$ cat src/rtl/code_lock_pkg.sv
// Shared types and constants for the code lock controller.
// Optional macro CODE_PROG_EN enables the reprogrammable code (PROG state).
package code_lock_pkg;

    typedef enum logic [2:0] {
        IDLE,
        ENTRY,
        OPEN,
        ERR,
        LOCKOUT,
        PROG
    } state_e;

    // Active-low gfedcba glyphs
    localparam logic [6:0] SEG_0     = 7'b1000000;
    localparam logic [6:0] SEG_1     = 7'b1111001;
    localparam logic [6:0] SEG_2     = 7'b0100100;
    localparam logic [6:0] SEG_3     = 7'b0110000;
    localparam logic [6:0] SEG_4     = 7'b0011001;
    localparam logic [6:0] SEG_5     = 7'b0010010;
    localparam logic [6:0] SEG_6     = 7'b0000010;
    localparam logic [6:0] SEG_7     = 7'b1111000;
    localparam logic [6:0] SEG_8     = 7'b0000000;
    localparam logic [6:0] SEG_9     = 7'b0010000;
    localparam logic [6:0] SEG_E     = 7'b0000110;
    localparam logic [6:0] SEG_L     = 7'b1000111;
    localparam logic [6:0] SEG_P     = 7'b0001100;
    localparam logic [6:0] SEG_BLANK = 7'b1111111;

    // Glyph selects beyond the decimal digits
    localparam logic [3:0] GSEL_E = 4'd10;
    localparam logic [3:0] GSEL_L = 4'd11;
    localparam logic [3:0] GSEL_P = 4'd12;

    // Button indices
    localparam int unsigned BTN_TOP   = 0;
    localparam int unsigned BTN_DOWN  = 1;
    localparam int unsigned BTN_LEFT  = 2;
    localparam int unsigned BTN_RIGHT = 3;

    function automatic int unsigned max3(input int unsigned a, input int unsigned b,
                                         input int unsigned c);
        int unsigned m;
        m = (a > b) ? a : b;
        return (m > c) ? m : c;
    endfunction

endpackage

$ cat src/rtl/code_lock_ctrl_ssg_glyph_dec.sv
// Combinational glyph-select to active-low 7-segment decoder.
module ssg_glyph_dec
    import code_lock_pkg::*;
(
    input  logic [3:0] sel,
    output logic [6:0] seg_c
);

    // Map select code to segment pattern; unused codes blank the digit
    always_comb begin
        seg_c = SEG_BLANK;
        case (sel)
            4'd0:    seg_c = SEG_0;
            4'd1:    seg_c = SEG_1;
            4'd2:    seg_c = SEG_2;
            4'd3:    seg_c = SEG_3;
            4'd4:    seg_c = SEG_4;
            4'd5:    seg_c = SEG_5;
            4'd6:    seg_c = SEG_6;
            4'd7:    seg_c = SEG_7;
            4'd8:    seg_c = SEG_8;
            4'd9:    seg_c = SEG_9;
            GSEL_E:  seg_c = SEG_E;
            GSEL_L:  seg_c = SEG_L;
            GSEL_P:  seg_c = SEG_P;
            default: seg_c = SEG_BLANK;
        endcase
    end

endmodule

$ cat src/rtl/code_lock_ctrl.sv
// Button code lock: full-sequence check, timeout, failure lockout, 7-seg status.
// Optional macro CODE_PROG_EN: code held in a register, reprogrammable from OPEN.
module code_lock_ctrl
    import code_lock_pkg::*;
#(
    parameter int unsigned N_BTN          = 4,
    parameter int unsigned CODE_LEN       = 4,
    parameter logic [CODE_LEN*$clog2(N_BTN)-1:0] CODE = 8'hE8,
    parameter int unsigned MAX_FAIL       = 3,
    parameter int unsigned TIMEOUT_CYCLES = 32,
    parameter int unsigned SHOW_CYCLES    = 16,
    parameter int unsigned LOCK_CYCLES    = 64
) (
    input  logic             clk,
    input  logic             reset,
    input  logic [N_BTN-1:0] btn,
    output logic [6:0]       SSG_D,
    output logic             unlocked,
    output logic             locked_out,
    output logic [3:0]       fail_cnt
);

    localparam int unsigned BW    = $clog2(N_BTN);
    localparam int unsigned CW    = CODE_LEN * BW;
    localparam int unsigned T_MAX = max3(TIMEOUT_CYCLES, SHOW_CYCLES, LOCK_CYCLES);
    localparam int unsigned TW    = $clog2(T_MAX + 1);

    localparam logic [3:0]    LEN_P     = 4'(CODE_LEN);
    localparam logic [3:0]    LAST_P    = 4'(CODE_LEN - 1);
    localparam logic [3:0]    MAXF_P    = 4'(MAX_FAIL);
    localparam logic [TW-1:0] T_TIMEOUT = TW'(TIMEOUT_CYCLES - 1);
    localparam logic [TW-1:0] T_SHOW    = TW'(SHOW_CYCLES - 1);
    localparam logic [TW-1:0] T_LOCK    = TW'(LOCK_CYCLES - 1);

    logic [N_BTN-1:0] sync1_q, sync2_q, prev_q, rise_c;
    logic             press_c, valid_c;
    logic [BW-1:0]    sym_c, exp_sym_c;
    logic [CW-1:0]    code_c;
    logic [3:0]       gsel_c;
    logic [6:0]       seg_c;

    state_e        state_q, state_d;
    logic [3:0]    pos_q, pos_d;
    logic          mism_q, mism_d;
    logic [TW-1:0] timer_q, timer_d;
    logic [3:0]    fail_q, fail_d;
    logic [6:0]    ssg_q, ssg_d;
    logic          unlocked_q, unlocked_d;
    logic          locked_q, locked_d;
    logic          tick_c;

`ifdef CODE_PROG_EN
    logic [CW-1:0] code_q, code_d, prog_q, prog_d;
    assign code_c = code_q;
`else
    assign code_c = CODE;
`endif

    // Synchroniser and edge history; reset to "all held" so a button held through reset never looks like a fresh press
    always_ff @(posedge clk or negedge reset) begin
        if (!reset) begin
            sync1_q <= '1;
            sync2_q <= '1;
            prev_q  <= '1;
        end else begin
            sync1_q <= btn;
            sync2_q <= sync1_q;
            prev_q  <= sync2_q;
        end
    end

    assign rise_c    = sync2_q & ~prev_q;
    assign exp_sym_c = code_c[int'(pos_q) * int'(BW) +: BW];

    // Press event classification and symbol encoding
    always_comb begin
        sym_c = '0;
        for (int i = 0; i < int'(N_BTN); i++) begin
            if (rise_c[i]) sym_c = BW'(i);
        end
        press_c = |rise_c;
        valid_c = $onehot(rise_c);
    end

    // Next-state, counters and registered-output inputs
    always_comb begin
        state_d = state_q;
        pos_d   = pos_q;
        mism_d  = mism_q;
        fail_d  = fail_q;
        timer_d = (timer_q != '0) ? timer_q - TW'(1) : timer_q;
        tick_c  = (timer_q == '0);
`ifdef CODE_PROG_EN
        code_d  = code_q;
        prog_d  = prog_q;
`endif
        case (state_q)
            IDLE: begin
                if (press_c) begin
                    state_d = ENTRY;
                    pos_d   = 4'd1;
                    mism_d  = !valid_c || (sym_c != exp_sym_c);
                    timer_d = T_TIMEOUT;
                end
            end
            ENTRY: begin
                if (pos_q == LEN_P) begin
                    timer_d = T_SHOW;
                    if (mism_q) begin
                        state_d = ERR;
                        if (fail_q != 4'hF) fail_d = fail_q + 4'd1;
                    end else begin
                        state_d = OPEN;
                        fail_d  = '0;
                    end
                end else if (press_c) begin
                    pos_d   = pos_q + 4'd1;
                    mism_d  = mism_q || !valid_c || (sym_c != exp_sym_c);
                    timer_d = T_TIMEOUT;
                end else if (tick_c) begin
                    state_d = IDLE;
                end
            end
            OPEN: begin
`ifdef CODE_PROG_EN
                if (valid_c && (sym_c == BW'(BTN_DOWN))) begin
                    state_d = PROG;
                    pos_d   = '0;
                    timer_d = T_TIMEOUT;
                end else
`endif
                if (tick_c) state_d = IDLE;
            end
            ERR: begin
                if (tick_c) begin
                    if (fail_q == MAXF_P) begin
                        state_d = LOCKOUT;
                        timer_d = T_LOCK;
                    end else begin
                        state_d = IDLE;
                    end
                end
            end
            LOCKOUT: begin
                if (tick_c) begin
                    state_d = IDLE;
                    fail_d  = '0;
                end
            end
            PROG: begin
`ifdef CODE_PROG_EN
                if (press_c) begin
                    if (!valid_c) begin
                        state_d = IDLE;
                    end else begin
                        prog_d[int'(pos_q) * int'(BW) +: BW] = sym_c;
                        if (pos_q == LAST_P) begin
                            code_d  = prog_d;
                            state_d = IDLE;
                        end else begin
                            pos_d   = pos_q + 4'd1;
                            timer_d = T_TIMEOUT;
                        end
                    end
                end else if (tick_c) begin
                    state_d = IDLE;
                end
`else
                state_d = IDLE;
`endif
            end
            default: state_d = IDLE;
        endcase

        if (state_d == IDLE) begin
            pos_d  = '0;
            mism_d = 1'b0;
        end

        unlocked_d = (state_d == OPEN);
        locked_d   = (state_d == LOCKOUT);
        ssg_d      = seg_c;
    end

    // Glyph selection from the current state and entry position
    always_comb begin
        gsel_c = 4'd0;
        case (state_q)
            ENTRY:   gsel_c = pos_q;
            OPEN:    gsel_c = 4'd9;
            ERR:     gsel_c = GSEL_E;
            LOCKOUT: gsel_c = GSEL_L;
            PROG:    gsel_c = GSEL_P;
            default: gsel_c = 4'd0;
        endcase
    end

    ssg_glyph_dec u_glyph (
        .sel   (gsel_c),
        .seg_c (seg_c)
    );

    // State, counters and registered outputs
    always_ff @(posedge clk or negedge reset) begin
        if (!reset) begin
            state_q    <= IDLE;
            pos_q      <= '0;
            mism_q     <= 1'b0;
            timer_q    <= '0;
            fail_q     <= '0;
            ssg_q      <= SEG_0;
            unlocked_q <= 1'b0;
            locked_q   <= 1'b0;
`ifdef CODE_PROG_EN
            code_q     <= CODE;
            prog_q     <= '0;
`endif
        end else begin
            state_q    <= state_d;
            pos_q      <= pos_d;
            mism_q     <= mism_d;
            timer_q    <= timer_d;
            fail_q     <= fail_d;
            ssg_q      <= ssg_d;
            unlocked_q <= unlocked_d;
            locked_q   <= locked_d;
`ifdef CODE_PROG_EN
            code_q     <= code_d;
            prog_q     <= prog_d;
`endif
        end
    end

    assign SSG_D      = ssg_q;
    assign unlocked   = unlocked_q;
    assign locked_out = locked_q;
    assign fail_cnt   = fail_q;

endmodule

$ cat config.mk
export PLATFORM = sky130hd
export DESIGN_NAME = code_lock_ctrl
export DESIGN_NICKNAME = d
export VERILOG_FILES = /design/src/rtl/code_lock_pkg.sv /design/src/rtl/code_lock_ctrl_ssg_glyph_dec.sv /design/src/rtl/code_lock_ctrl.sv
export SDC_FILE = /design/constraint.sdc
export NUM_CORES = 1
export LEC_CHECK = 0
export CAP_MARGIN = 20
export CORE_ASPECT_RATIO = 1.75
export CORE_MARGIN = 2
export CORE_UTILIZATION = 55
export CTS_CLUSTER_SIZE = 40
export DETAILED_ROUTE_END_ITERATION = 7
export DONT_BUFFER_PORTS = 1
export PLACE_DENSITY = 0.79
export SETUP_SLACK_MARGIN = 0.05
export SLEW_MARGIN = 25
export SYNTH_ARGS = -nofsm -noshare
export SYNTH_HDL_FRONTEND = slang
export SYNTH_SLANG_ARGS = --single-unit
$ cat constraint.sdc
create_clock -name clk -period 2.2 [get_ports clk]
set_clock_uncertainty 0.1 [all_clocks]
set_input_delay 0.55 -clock clk [delete_from_list [all_inputs] [get_ports clk]]
set_output_delay 0.55 -clock clk [all_outputs]
set_load 0.1 [all_outputs]
# Yosys cells after proc, flatten, opt, wreduce, memory -nomap -nowiden
# Memory sizes are Yosys's and may differ from the RTL's. A register that Yosys moved wholly into a read port is not among the register bits.
# Index checks and enable logic that the tools add are counted.
op_classes:
  n_addsub: 6
  n_bitwise: 2
  n_reduce_logical: 15
  n_eq_ne: 18
  n_shift: 1
  mux: 33
op_table:
  columns: ["op", "n"]
  rows:
  - ["$mux 7", 5]
  - ["$mux 4", 8]
  - ["$pmux 7 s3", 1]
  - ["$pmux 4 s5", 1]
  - ["$mux 3", 6]
  - ["$pmux 4 s2", 2]
  - ["$ne 3x3->1 const B", 4]
  - ["$pmux 3 s4", 1]
  - ["$eq 3x2->1 const B", 3]
  - ["$eq 3x3->1 const B", 3]
  - ["$add 4x1->4 const B", 2]
  - ["$reduce_and 4->1", 2]
  - ["$shiftx 8x6->2 const A", 1]
  - ["$logic_not 7->1", 1]
  - ["$reduce_bool 7->1", 1]
  - ["$sub 7x1->7 const B", 1]
  - ["$eq 3x1->1 const B", 2]
  - ["$logic_not 3->1", 2]
  - ["$mux 1", 6]
  - ["$add 1x1->2", 2]
  - ["$and 4x4->4", 1]
  - ["$eq 4x2->1 const B", 1]
  - ["$eq 4x3->1 const B", 1]
  - ["$mux 2", 2]
  - ["12 further kinds", 16]
totals:
  register_bits: 33
  mem_count: 1
  wordCells: 86
  rom_bits: 112
  output_inout_bits: 13
memory_table:
  columns: ["name", "depth", "word_bits", "rd", "rd_ports_with_merged_regs", "wr", "line", "source"]
  rows:
  - ["(no name shown)", 16, 7, 1, 1, 0, "code_lock_ctrl_ssg_glyph_dec.sv:12", "case (sel)"]

# Logic depth before layout (Yosys ltp)
depth:
  depth_word: 12
  ltp_mapped: 9
  ltp_nobuf: 9

# By module
# Synthesis repeated with hierarchy kept, for this count alone.
unflattened:
  hier_cells: 212
  area_unflattened_um2: 2187.1
modules_own_cells:
  columns: ["mod", "cells_per_inst", "seq_area_each_um2", "area_per_inst_um2", "instances"]
  rows:
  - ["code_lock_ctrl", 180, 1017.2, 1959.4, 1]
  - ["ssg_glyph_dec", 32, 0.0, 227.7, 1]

# Least setup slack after synthesis
# No wires, ideal clock.
synth_timing:
  path_kind: "flip-flop to flip-flop"
  start: "register sync2_q[0]"
  end: "register mism_q"
  stages_incl_launch_ff: 10
  arrival_time_ns: 2.183
  slack_ns: -0.224
  t_required_ns: 1.959
  cell_sequence: "dfstp_2 nand2b_1 fa_1 inv_1 ha_1 ha_1 nor2_1 nand2_1 a2111oi_0 a211oi_1"
synth_between:
  elab_chain_len: 11
  elab_cells_between_ends: 24
  classes_between: "add/sub (2); eq/ne (4); mux (9); bitwise (1); reduce/logical (8)"
synth_lines:
  columns: ["item", "line", "source"]
  rows:
  - ["start: declaration", "code_lock_ctrl.sv:35", "logic [N_BTN-1:0] sync1_q, sync2_q, prev_q, rise_c;"]
  - ["start signal: assignment", "code_lock_ctrl.sv:67", "sync2_q <= sync1_q;"]
  - ["$and 4x4->4 *", "code_lock_ctrl.sv:72", "assign rise_c = sync2_q & ~prev_q;"]
  - ["$add 1x1->2 (not written as such)", "code_lock_ctrl.sv:82", "valid_c = $onehot(rise_c);"]
  - ["$add 2x2->3 (not written as such)", "code_lock_ctrl.sv:82", null]
  - ["$eq 3x1->1", "code_lock_ctrl.sv:82", null]
  - ["$logic_not 1->1", "code_lock_ctrl.sv:102, code_lock_ctrl.sv:118", null]
  - ["$logic_or 1x1->1 (2 in series)", "code_lock_ctrl.sv:118", "mism_d = mism_q || !valid_c || (sym_c != exp_sym_c);"]
  - ["$mux 1", "code_lock_ctrl.sv:116", "end else if (press_c) begin"]
  - ["$mux 1", "code_lock_ctrl.sv:107", "if (pos_q == LEN_P) begin"]
  - ["$pmux 1 s2", "code_lock_ctrl.sv:97", "case (state_q)"]
  - ["$mux 1", "code_lock_ctrl.sv:175", "if (state_d == IDLE) begin"]
  - ["end signal: assignment", "code_lock_ctrl.sv:221", "mism_q <= mism_d;"]
  - ["end: declaration", "code_lock_ctrl.sv:44", "logic mism_q, mism_d;"]
# Mark *: on every way between the ends. The rest lies on a longest branch, timed or not. The select of a mux whose other input is x is not followed.
# A chain may end at the register's enable or synchronous reset.

# Final worst setup path
# Same ends and word-level chain as after synthesis.

==> summary.txt <==
Outcome
  • Status: finished with violations
  • Failing checks: setup timing

Critical path
  • Reg2reg setup slack: -80 ps
  • Critical-path cell list: nand2b_4 -> fa_1 -> inv_1 -> ha_2 -> ha_4 -> nor2_2 -> nand2_1 -> a2111oi_2 -> a211oi_1
  • CP peak stage delay: 560 ps
  • Max FO, Critical Path: 2
  • WP data arrival: 2350 ps
  • CP startpoint kind: flip-flop
  • Crit-path slowest cell: dfstp_2
  • Worst EP required: 2270 ps
  • WS Path Type: reg -> reg
  • CP Capture Type: flip-flop

Clock tree
  • Worst-Skew Late Latency: roughly 290 ps
  • Root Buffer: clkbuf_8
  • CTS tree: done
  • H-tree depth: 2
  • CTS buffer count: 5
  • CTS Buffer Depth: 2
  • Clock sink count: 40
  • Worst-path clk slew: ~80 ps

Floorplanning
  • Die area: 4410 µm²
  • Starting Density: 56.3%
  • Die H: 86.4 µm
  • Rows: 30
  • Chip width: 51.1 µm
  • CORE AREA: about 3800 µm²
  • I/O pin count: 19

Timing
  • Least-Margin Pin Slew: 492 ps
  • Max-slew violation count: 0
  • Unrepaired setup endpoints after global routing: true
  • Worst Hold Slack: 149 ps
  • # setup viols final: 1
  • Final Hold Fails: 0
  • Fmax: 438 MHz
  • Post-layout min period: 2280 ps
  • Final Cycle Share: 104%
  • Worst slew margin: 67.2%
  • Setup ws final: -81.9 ps

Place
  • Post-DP Area: 2370 µm²
  • Gpl congestion: 0.818
  • Placed cell count: 284
  • IO Port Bufs: 0
  • Final HPWL DP: 2980 µm

Cells and area
  • Post-layout nets: 265
  • Synth-to-Final Area Change: 18.1%
  • Post-layout util: 66.4%
  • Fillers: around 290
  • Final cell count without fillers: 294
  • Layout cell share with drive strength beyond 1: 26.0%
  • Most frequent cells in the layout: nand2_1, buf_4, dfrtp_1
  • # diodes: 0
  • Final Instance Area: 2520 µm²

GRT
  • First-pass GRT wire length: 7350 µm
  • Largest net degree at the start of global routing: 41
  • Busiest grt layer: met2
  • Met2 global-route usage: 38.3%
  • Congestion Overflow GR: 0
  • Grt met1 use: about a quarter
  • Met3 GRT Util: between 3 and 4%
  • Initial antenna violation count: 0
  • Vias in the first global route: 1714
  • Overall Global Routing Usage: 21.6%

Drt
  • Post-Route WL: 4120 µm
  • Via density: 5.70
  • Post-DRT Antenna Nets: 0
  • 1st-iter DRT viols: 40
  • Residual DRC count: 0
  • Drt pass-1 iters: 4
  • Vias: 1677
  • Routed len/inst: 14.0 µm

Synth
  • Avg Cell Area, Syn: 9.88 µm²
  • Post-synth ARST share: 100%
  • Flops & latches, synth: 40
  • EDFF count, synth: 0
  • Top FF cell, synth: dfrtp_1
  • Distinct cells, synth: 48
  • Sequential fraction of the synthesis area: 47.7%
  • Mapped Area: between 2000 and 2500 µm²
  • Ys Warns: 0
  • Syn_nets: 236
  • Synth Instances: 216

Min path
  • Worst Hold Class: in -> reg

Power
  • Power per cell area: around 1300 nW/µm²
  • Leakage: 0.00115 µW
  • Worst vdd ir: 0.978 mV
  • Total power draw: between 3000 and 4000 µW

Job
  • Max cap viols: 0
-- report_power, final --
group | switching [µW] | internal, µW
Combinational | 1180 | 576
Sequential | 229 | 928
Clock | 259 | 226
Total | 1670 | 1730
-- sequential cells by signal, indices dropped and copies added (netlist names) --
| name | cells |
|---|---|
| SSG_D | 7 |
| timer_q | 7 |
| fail_cnt | 4 |
| pos_q | 4 |
| prev_q | 4 |
| sync1_q | 4 |
| sync2_q | 4 |
| state_q | 3 |
| locked_out | 1 |
| mism_q | 1 |
| unlocked | 1 |
-- per-stage QoR --
| stage | setup slack, ps | setup TNS [ps] |
|---|---|---|
| after CTS | -105 | -105 |
| after floorplan | -42.7 | -42.7 |
| final | -81.9 | -81.9 |
| after detailed placement | -126 | -126 |
| after global placement | -72.3 | -72.3 |
| after global routing | -156 | -156 |
-- final timing paths --
path,startpoint,to,cells past startpoint
hold / removal,btn[0],sync1_q[0]$_DFF_PN1_,0
setup reg to reg,sync2_q[0]$_DFF_PN1_,mism_q$_DFFE_PN0P_,9
max in group asynchronous,reset,sync2_q[2]$_DFF_PN1_,2
setup / recovery,sync2_q[0]$_DFF_PN1_,mism_q$_DFFE_PN0P_,9
min in group asynchronous,reset,locked_out$_DFF_PN0_,2
hold reg to reg,sync1_q[0]$_DFF_PN1_,sync2_q[0]$_DFF_PN1_,0
-- area by class of cell --
| class | instances | area [µm²] | share of cell area (%) |
|---|---|---|---|
| well taps | 48 | 60.1 | 2.38 |
| flip-flops and latches | 40 | 1020 | 40.5 |
| multi-input cells | 158 | 1080 | 42.9 |
| inverters | 13 | 48.8 | 1.94 |
| clock buffers | 5 | 68.8 | 2.73 |
| repair buffers | 27 | 218 | 8.64 |
| clock inverters | 3 | 21.3 | 0.845 |
-- critical path, delay by kind of cell (launching register included) --
| kind | cells | cell delay (ps) |
|---|---|---|
| AND/OR/NAND/NOR | 3 | 210 |
| buffers and inverters | 1 | 40 |
| AO/OA/AOI/OAI | 2 | 350 |
| adder cells (fa/ha/maj) | 3 | 910 |
| flip-flops | 1 | 560 |
-- routing by layer --
metal,vias up,part of all wire [%]
met2,35,55
met5,-,0
met1,810,39
met3,13,3.1
li1,819,-
met4,0,2.9
-- logic make-up (layout without fill, tap and decap cells) --
logic type | count (synthesis) | after routing | share of synthesized area [%]
xor gates and xnor gates | 8 | 8 | 3.28
adders and majority gates | 14 | 14 | 8.56
buffers and inverters | 18 | 48 | 3.46
and+or+nand+nor | 79 | 79 | 18.9
muxes | 4 | 4 | 2.05
DFF | 40 | 40 | 47.7
AOI/OAI and AO/OA | 53 | 53 | 16.0
-- synthesized netlist by cell type (2+ instances only) --
| master | n | area, µm² |
|---|---|---|
| buf_2 | 5 | 25.0 |
| dfstp_2 | 13 | 342 |
| a211oi_1 | 4 | 30.0 |
| nor2b_1 | 3 | 18.8 |
| a31oi_1 | 3 | 18.8 |
| ha_1 | 13 | 163 |
| nand2b_1 | 6 | 37.5 |
| nor2_1 | 20 | 75.1 |
| and3_1 | 5 | 31.3 |
| a21oi_1 | 11 | 55.1 |
| mux2_2 | 3 | 33.8 |
| o21a_1 | 4 | 30.0 |
| nor3_1 | 2 | 10.0 |
| xnor2_1 | 3 | 26.3 |
| dfrtp_1 | 27 | 676 |
| inv_1 | 13 | 48.8 |
| nand2_1 | 25 | 93.8 |
| and4_1 | 2 | 17.5 |
| o22ai_1 | 3 | 18.8 |
| o21ai_0 | 14 | 70.1 |
| nand3_1 | 4 | 20.0 |
| xor2_1 | 5 | 43.8 |
| nand4_1 | 3 | 18.8 |
-- repair_timing --
item / CTS / global route
resized for setup: 2 / 4
endpoints found under the setup margin: 1 / 7
hold buffers: 2 / 0
setup buffers: 0 / 0
pin swaps: 1 / 0
hold endpoints to repair: 40 / 0
No activity file was read; power rests on OpenSTA's default activity.
